### config.mk
export PLATFORM = sky130hd
export DESIGN_NAME = vball_gfx_arb
export DESIGN_NICKNAME = d
export VERILOG_FILES = /design/src/rtl/vball_pkg.sv /design/src/rtl/vball_arb_pick.sv /design/src/rtl/vball_gfx_arb.sv
export SDC_FILE = /design/constraint.sdc
export NUM_CORES = 1
export LEC_CHECK = 0
export CAP_MARGIN = 20
export CORE_ASPECT_RATIO = 1.4
export CORE_MARGIN = 2
export CORE_UTILIZATION = 43
export CTS_CLUSTER_DIAMETER = 120
export DETAILED_ROUTE_END_ITERATION = 12
export GPL_ROUTABILITY_DRIVEN = 0
export PLACE_DENSITY = 0.8
export SLEW_MARGIN = 20
export SYNTH_ARGS = -nofsm -noshare
export SYNTH_HDL_FRONTEND = slang
export SYNTH_SLANG_ARGS = --single-unit
### constraint.sdc
create_clock -name clk_sys -period 2.3 [get_ports clk_sys]
set_input_delay 0.46 -clock clk_sys [delete_from_list [all_inputs] [get_ports clk_sys]]
set_output_delay 0.46 -clock clk_sys [all_outputs]
set_load 0.02 [all_outputs]
### src/rtl/vball_pkg.sv
// Shared definitions for the vball graphics ROM arbiter.
// Holds the sequencer state encoding, the channel identifiers used by the
// grant logic, the default gfx bus widths and a small saturating-counter
// helper shared by the run-length tracking.
package vball_pkg;

    typedef enum logic [1:0] {
        IDLE = 2'd0,
        READ = 2'd1,
        DONE = 2'd2
    } state_t;

    localparam logic CH_BG  = 1'b0;
    localparam logic CH_SPR = 1'b1;

    localparam int GFX_ADDR_W = 19;
    localparam int GFX_DATA_W = 8;

    // 4-bit increment that sticks at 15 instead of wrapping.
    function automatic logic [3:0] sat_inc4(input logic [3:0] v);
        logic [3:0] r;
        if (v == 4'hF) begin
            r = v;
        end else begin
            r = v + 4'd1;
        end
        return r;
    endfunction

endpackage

### src/rtl/vball_arb_pick.sv
// Grant selection for the gfx ROM arbiter.
// Combinationally chooses which channel wins the next read and keeps the
// fairness history (last granted channel, consecutive background grants
// while the sprite fetcher waits). History only moves when grant_en says
// the top is actually issuing a read this cycle.
//   clk, rst   : clock, asynchronous active-high reset
//   bg_req     : background fetcher request
//   spr_req    : sprite fetcher request
//   grant_en   : a read is being granted this cycle
//   pick       : winning channel (CH_BG / CH_SPR), valid while any req high
module vball_arb_pick
    import vball_pkg::*;
#(
    parameter int BG_PRIO    = 1,
    parameter int MAX_BG_RUN = 4
) (
    input  logic clk,
    input  logic rst,
    input  logic bg_req,
    input  logic spr_req,
    input  logic grant_en,
    output logic pick
);

    localparam logic [3:0] MAX_RUN = 4'(MAX_BG_RUN);

    logic       rr_last;
    logic [3:0] bg_run;

    // Winner selection: priority-with-cap or round-robin.
    always_comb begin
        pick = CH_BG;
        if (BG_PRIO != 0) begin
            // Background keeps winning until the sprite has watched it win
            // MAX_BG_RUN times in a row.
            if (bg_req && !(spr_req && (bg_run == MAX_RUN))) begin
                pick = CH_BG;
            end else if (spr_req) begin
                pick = CH_SPR;
            end else begin
                pick = CH_BG;
            end
        end else begin
            if (bg_req && spr_req) begin
                pick = ~rr_last;
            end else if (spr_req) begin
                pick = CH_SPR;
            end else begin
                pick = CH_BG;
            end
        end
    end

    // Fairness history, updated only on an actual grant.
    always_ff @(posedge clk or posedge rst) begin
        if (rst) begin
            rr_last <= CH_SPR;
            bg_run  <= 4'd0;
        end else if (grant_en) begin
            rr_last <= pick;
            // Only a background win that made the sprite wait extends the run.
            if ((pick == CH_BG) && spr_req) begin
                bg_run <= sat_inc4(bg_run);
            end else begin
                bg_run <= 4'd0;
            end
        end else begin
            rr_last <= rr_last;
            bg_run  <= bg_run;
        end
    end

endmodule

### src/rtl/vball_gfx_arb.sv
// Shares the single external graphics ROM read port between the background
// tile fetcher (channel 0) and the sprite fetcher (channel 1).
// One fixed-latency read is in flight at a time: IDLE grants and latches the
// address, READ holds gfx_read for RD_LAT cycles, DONE pulses the ack of the
// granted channel with its data register freshly loaded.
//   clk_sys, reset      : clock, asynchronous active-high reset
//   bg_req/bg_addr      : background request + address (held until bg_ack)
//   bg_ack/bg_data      : one-cycle ack, data held until the next bg_ack
//   spr_req/spr_addr    : sprite request + address (held until spr_ack)
//   spr_ack/spr_data    : one-cycle ack, data held until the next spr_ack
//   gfx_read/gfx_addr   : external read strobe and address
//   gfx_data            : external read data
//   busy                : high whenever the sequencer is not idle
module vball_gfx_arb
    import vball_pkg::*;
#(
    parameter int ADDR_W     = GFX_ADDR_W,
    parameter int DATA_W     = GFX_DATA_W,
    parameter int RD_LAT     = 4,
    parameter int BG_PRIO    = 1,
    parameter int MAX_BG_RUN = 4
) (
    input  logic              clk_sys,
    input  logic              reset,
    input  logic              bg_req,
    input  logic [ADDR_W-1:0] bg_addr,
    output logic              bg_ack,
    output logic [DATA_W-1:0] bg_data,
    input  logic              spr_req,
    input  logic [ADDR_W-1:0] spr_addr,
    output logic              spr_ack,
    output logic [DATA_W-1:0] spr_data,
    output logic              gfx_read,
    output logic [ADDR_W-1:0] gfx_addr,
    input  logic [DATA_W-1:0] gfx_data,
    output logic              busy
);

    localparam logic [3:0] LAT_M1 = 4'(RD_LAT - 1);

    state_t     state;
    logic [3:0] cnt;
    logic       grant_ch;
    logic       pick_ch;
    logic       any_req;
    logic       grant_en;

    assign any_req  = bg_req | spr_req;
    assign grant_en = (state == IDLE) && any_req;

    vball_arb_pick #(
        .BG_PRIO    (BG_PRIO),
        .MAX_BG_RUN (MAX_BG_RUN)
    ) u_pick (
        .clk      (clk_sys),
        .rst      (reset),
        .bg_req   (bg_req),
        .spr_req  (spr_req),
        .grant_en (grant_en),
        .pick     (pick_ch)
    );

    // Read sequencer and datapath; every output is a register.
    always_ff @(posedge clk_sys or posedge reset) begin
        if (reset) begin
            state    <= IDLE;
            cnt      <= 4'd0;
            grant_ch <= CH_BG;
            gfx_read <= 1'b0;
            gfx_addr <= '0;
            bg_ack   <= 1'b0;
            spr_ack  <= 1'b0;
            bg_data  <= '0;
            spr_data <= '0;
            busy     <= 1'b0;
        end else begin
            case (state)
                IDLE: begin
                    bg_ack  <= 1'b0;
                    spr_ack <= 1'b0;
                    if (any_req) begin
                        grant_ch <= pick_ch;
                        // The address is latched here; later changes on the
                        // request side do not disturb the read in flight.
                        if (pick_ch == CH_SPR) begin
                            gfx_addr <= spr_addr;
                        end else begin
                            gfx_addr <= bg_addr;
                        end
                        cnt      <= LAT_M1;
                        gfx_read <= 1'b1;
                        busy     <= 1'b1;
                        state    <= READ;
                    end else begin
                        gfx_read <= 1'b0;
                        busy     <= 1'b0;
                        state    <= IDLE;
                    end
                end
                READ: begin
                    if (cnt != 4'd0) begin
                        cnt <= cnt - 4'd1;
                    end else begin
                        // Last strobe cycle: ROM data is valid now.
                        if (grant_ch == CH_SPR) begin
                            spr_data <= gfx_data;
                            spr_ack  <= 1'b1;
                        end else begin
                            bg_data <= gfx_data;
                            bg_ack  <= 1'b1;
                        end
                        gfx_read <= 1'b0;
                        state    <= DONE;
                    end
                end
                DONE: begin
                    bg_ack  <= 1'b0;
                    spr_ack <= 1'b0;
                    busy    <= 1'b0;
                    state   <= IDLE;
                end
                default: begin
                    gfx_read <= 1'b0;
                    bg_ack   <= 1'b0;
                    spr_ack  <= 1'b0;
                    busy     <= 1'b0;
                    state    <= IDLE;
                end
            endcase
        end
    end

endmodule

# Word-level counts from Yosys, hierarchy flattened
# Cells that the tools add are included.
[totals] regBits=50 inputBits=50 output_inout_bits=39 elab_cells=65
[op_classes] n_addsub=2 eq_ne=10 mux=21 n_bitwise=5 n_reduce_logical=16
[op_table] operator="$mux 19" n=1
[op_table] operator="$mux 4" n=4
[op_table] operator="$ne 2x2->1 const B" n=6
[op_table] operator="$mux 1" n=11
[op_table] operator="$reduce_and 2->1" n=5
[op_table] operator="$reduce_and 3->1" n=3
[op_table] operator="$pmux 4 s2" n=1
[op_table] operator="$add 4x1->4 const B" n=1
[op_table] operator="$eq 4x3->1 const B" n=1
[op_table] operator="$eq 4x4->1 const B" n=1
[op_table] operator="$logic_and 1x1->1" n=4
[op_table] operator="$not 1->1" n=4
[op_table] operator="$pmux 2 s2" n=1
[op_table] operator="$reduce_bool 4->1" n=1
[op_table] operator="$sub 4x1->4 const B" n=1
[op_table] operator="$pmux 1 s3" n=1
[op_table] operator="$eq 2x1->1 const B" n=1
[op_table] operator="$eq 2x2->1 const B" n=1
[op_table] operator="$logic_not 2->1" n=1
[op_table] operator="$mux 2" n=1
[op_table] operator="$pmux 1 s2" n=1
[op_table] operator="$reduce_bool 2->1" n=1
[op_table] operator="$logic_not 1->1" n=1
[op_table] operator="$or 1x1->1" n=1

# Longest topological paths before layout
[logic_depth] word_depth=9 ltp_mapped=8 depth_no_buf=6

# Modules after synthesis
# Synthesis repeated with hierarchy kept, for this count alone.
[unflattened] cells_unflattened=170 area_unflattened_um2=2317.2
[by_module_without_submodules] mod="vball_gfx_arb" instances=1 cells_per_inst=142 area_per_inst_um2=2040.7 seq_area_each_um2=1151.1
[by_module_without_submodules] mod="vball_arb_pick" instances=1 cells_per_inst=28 area_per_inst_um2=276.5 seq_area_each_um2=100.1

# Worst setup path after synthesis
# OpenSTA, ideal clock, no wires.
[synth_path] kind="register to register" start="register cnt[0]" end="register bg_data[0]" setup_ps=125 arrival_ps=1520 required_ps=2175 path_slack_ps=655 stages_incl_launch_ff=8 n_path_buf=1 period_less_slack_ps=1645 path_cell_list="dfrtp_1 -> inv_1 -> ha_1 -> nor3b_2 -> and2_4 -> and2b_1 -> buf_6 -> mux2_2"
[synth_between] elab_chain_cells=3
[synth_lines] item="start: declaration" line="vball_gfx_arb.sv:42" rtl="logic [3:0] cnt;"
[synth_lines] item="start signal: assignment" line="vball_gfx_arb.sv:102" rtl="cnt <= cnt - 4'd1;"
[synth_lines] item="$reduce_bool 4->1" line="vball_gfx_arb.sv:101" rtl="if (cnt != 4'd0) begin"
[synth_lines] item="$not 1->1 (no source line)"
[synth_lines] item="$reduce_and 3->1 (no source line)"
[synth_lines] item="end signal: assignment" line="vball_gfx_arb.sv:109" rtl="bg_data <= gfx_data;"
[synth_lines] item="end: declaration" line="vball_gfx_arb.sv:28" rtl="output logic [DATA_W-1:0] bg_data,"
# Every way passes these cells.
# A chain may end at the register's enable or synchronous reset.

# Worst setup path after layout
[layout_path] start="register cnt[0]" end="register bg_data[3]"
# Same word-level chain as after synthesis.

==> summary.md <==
| Metric | Value |
|---|---|
| Post-layout net count | `between 300 and 400` |
| Core area | `between 0.004 and 0.005 mm2` |
| Fin. Hold Viols | `0` |
| Startpoint types | `register` |
| Largest net degree at the start of global routing | `33` |
| CTS resizes | `0` |
| Htree depth | `2` |
| Crit path required time | `around 2.5 ns` |
| Pwr Density | `1306 mW/mm2` |
| Starting DRT DRC Count | `27` |
| Share of cells above drive strength 1 | `0.1291` |
| Via density | `approximately 5.1` |
| Worst slew pin tran | `between 0.4 and 0.5 ns` |
| Tot GR Track Use | `0.1948` |
| Most frequent cells in the layout | `clkdlybuf4s50_1 (88), dfrtp_1 (50), a21oi_1 (42)` |
| Chip Height | `a little under 90 um` |
| Reg area | `~0.0013 mm2` |
| Longest Clk Path Bufs | `2` |
| HPWL after DPL | `~4000 um` |
| Port Buffers | `88` |
| Setup TNS | `0 ns` |
| Vias in the first global route | `1910` |
| WS Path Type | `register to register` |
| Syn nets | `about 270` |
| Mapped Cells | `around 210` |
| # IOs | `89` |
| Post-synth EDFFs | `0` |
| HP Class | `primary input to async pin` |
| Critical path data arrival time | `around 2.1 ns` |
| Pleak | `1.461 nW` |
| Post-synth top area share | `0.5663` |
| Final period util | `0.8386` |
| Cell area after synthesis | `0.002210 mm2` |
| Period minus WS final | `just under 2 ns` |
| Endpoint type of the worst setup path | `register` |
| Die area | `around 0.0057 mm2` |
| Synth area leaders | `dfrtp_1 (57%), a21oi_1 (9.5%), mux2_2 (9.2%)` |
| Drc violations | `0` |
| #FFs+latches synth | `50` |
| Max-Cap Viols | `0` |
| Status | `finished, final reports clean` |
| Sequential-to-total area share from yosys stat | `0.5663` |
| Placed cell area | `0.003166 mm2` |
| Die W | `about 65 um` |
| Mapped Avg Cell Area | `between 10 and 15 um2` |
| ANT nets after route | `0` |
| Library cells used by synthesis | `34` |
| Crit path cell chain | `inv_1 > ha_1 > nor3b_2 > and2_4 > and2b_1 > mux2_2` |
| RSZ-0062 raised after global routing | `no` |
| CTS root buffer | `clkbuf_8` |
| CP Buf/Inv Count | `1` |
| CTS tree | `built` |
| Peak supply drop | `0.6246 mV` |
| # clock sinks | `50` |
| Antenna violations before repair | `0` |
| Clock slew at reported path FFs | `roughly 0.090 ns` |
| Number of fill cells | `approximately 390` |
| Final instance area | `roughly 0.0033 mm2` |
| Slew Viols, Final | `0` |
| Initial Utilization | `0.4494` |
| Delay-heaviest family, CP | `simple AND/OR/NAND/NOR gates` |
| Routed WL | `roughly 5300 um` |
| CP max stage cell | `dfrtp_1` |
| Rel. slew slack | `0.7203` |
| # rows | `30` |
| Most common cell after layout, fill and taps aside | `clkdlybuf4s50_1` |
| CP max stage delay | `just over 0.4 ns` |
| Critical path peak fanout | `9` |
| N_diodes | `0` |
| Gr ovfl total | `0` |
| Worst-Skew Late Latency | `roughly 0.3 ns` |
| Multi-input gate area | `about 880 um2` |
| CTS Hold Bufs | `0` |
| Cts bufs inserted | `5` |
| Synth-to-Final Area Change | `48.36%` |
| Ys Warns | `0` |
| Clk_skew | `roughly 0.0097 ns` |
| Vias | `roughly 1800` |
| Routed WL per cell | `between 10 and 15 um` |
| DRT Pass-1 Iters | `4` |
| Async SR Flop Fraction | `1.000` |
| Setup violators final | `0` |
| Setup bufs post-CTS | `0` |
| Post-synth top area cell | `dfrtp_1` |
| Fmax | `roughly 0.52 GHz` |
| First-pass GRT wire length | `just under 9000 um` |
| Main flop type after synthesis | `dfrtp_1` |
## Yosys cell counts (all sizes together), types with 2 or more instances
| library cell | number |
|---|---|
| dfrtp | 50 |
| a21oi | 42 |
| nand2 | 32 |
| nor2 | 21 |
| mux2 | 18 |
| buf | 9 |
| inv | 6 |
| ha | 4 |
| nand3 | 3 |
| o21ai | 3 |
| a22o | 2 |
| and2 | 2 |
| mux2i | 2 |
| nor2b | 2 |
| o21a | 2 |
## stage by stage
step                      power (mW)    util  std cells  worst slack, ns  hold WS [ns]
after floorplan                2.704       -        211           0.6388        0.4670
after global placement         3.630  0.6438        358           0.3976        0.4626
after detailed placement       3.697  0.6438        358           0.3547        0.4639
after CTS                      4.326  0.6667        366           0.3377        0.4776
after global routing           4.561  0.6667        366           0.2203        0.4860
final                          4.281  0.6667        366           0.3712        0.4693
## routing by layer
metal  global-route usage  routed length (um)  vias up
met5                    0                   0        -
met4              0.05609                  68        0
met3              0.07252                 461        7
met2               0.3485                2773       83
met1               0.2174                1962      866
li1                     -                   -      893
## report_power, final
group	internal [mW]	switching, mW
Combinational	1.07	1.06
Sequential	1.29	0.242
Clock	0.326	0.295
Total	2.68	1.60
## area by class of cell
cell class	count	share of cell area
Multi-Input combinational cell	145	0.2687
Sequential cell	50	0.3817
Tap cell	64	0.02443
Inverter	6	0.006870
Clock buffer	5	0.02099
Timing Repair Buffer	93	0.2840
Clock inverter	3	0.01336
## worst paths after layout
path                       slack, ns                       to               start  depth (start not counted)
max                             0.37   bg_data[3]$_DFFE_PP0P_  cnt[0]$_DFFE_PP0P_                          6
min                             0.47  gfx_addr[3]$_DFFE_PP0P_               reset                          2
max reg2reg                     0.37   bg_data[3]$_DFFE_PP0P_  cnt[0]$_DFFE_PP0P_                          6
min reg2reg                     0.48         busy$_DFFE_PP0P_    busy$_DFFE_PP0P_                          2
max in group asynchronous       1.32     gfx_read$_DFFE_PP0P_               reset                          3
min in group clk_sys            0.48         busy$_DFFE_PP0P_    busy$_DFFE_PP0P_                          2
## flip-flops by register name, summed over array words and instances, names as in the netlist, 2 cells and up
name,count
bg_data,8
u_pick.bg_run,4
state,2
gfx_addr,19
spr_data,8
cnt,4
## kinds of logic (layout without fill, tap and decap cells)
| kind of cell | after synthesis | after routing | synth area share |
|---|---|---|---|
| adder cells (fa/ha/maj) | 4 | 4 | 0.02265 |
| flip-flops | 50 | 50 | 0.5663 |
| AO/OA/AOI/OAI | 54 | 54 | 0.1370 |
| AND/OR/NAND/NOR | 67 | 67 | 0.1382 |
| multiplexers | 20 | 20 | 0.1008 |
| buffers and inverters | 16 | 107 | 0.03511 |
## worst register-to-register path: cells and delay by family (launching register included)
| family | cells | cell delay, ns |
|---|---|---|
| simple gates | 3 | 0.79 |
| flops | 1 | 0.41 |
| mux | 1 | 0.39 |
| fa+ha+maj | 1 | 0.13 |
| buf+inv | 1 | 0.09 |
Note: power is estimated with default switching activity, not from simulation.
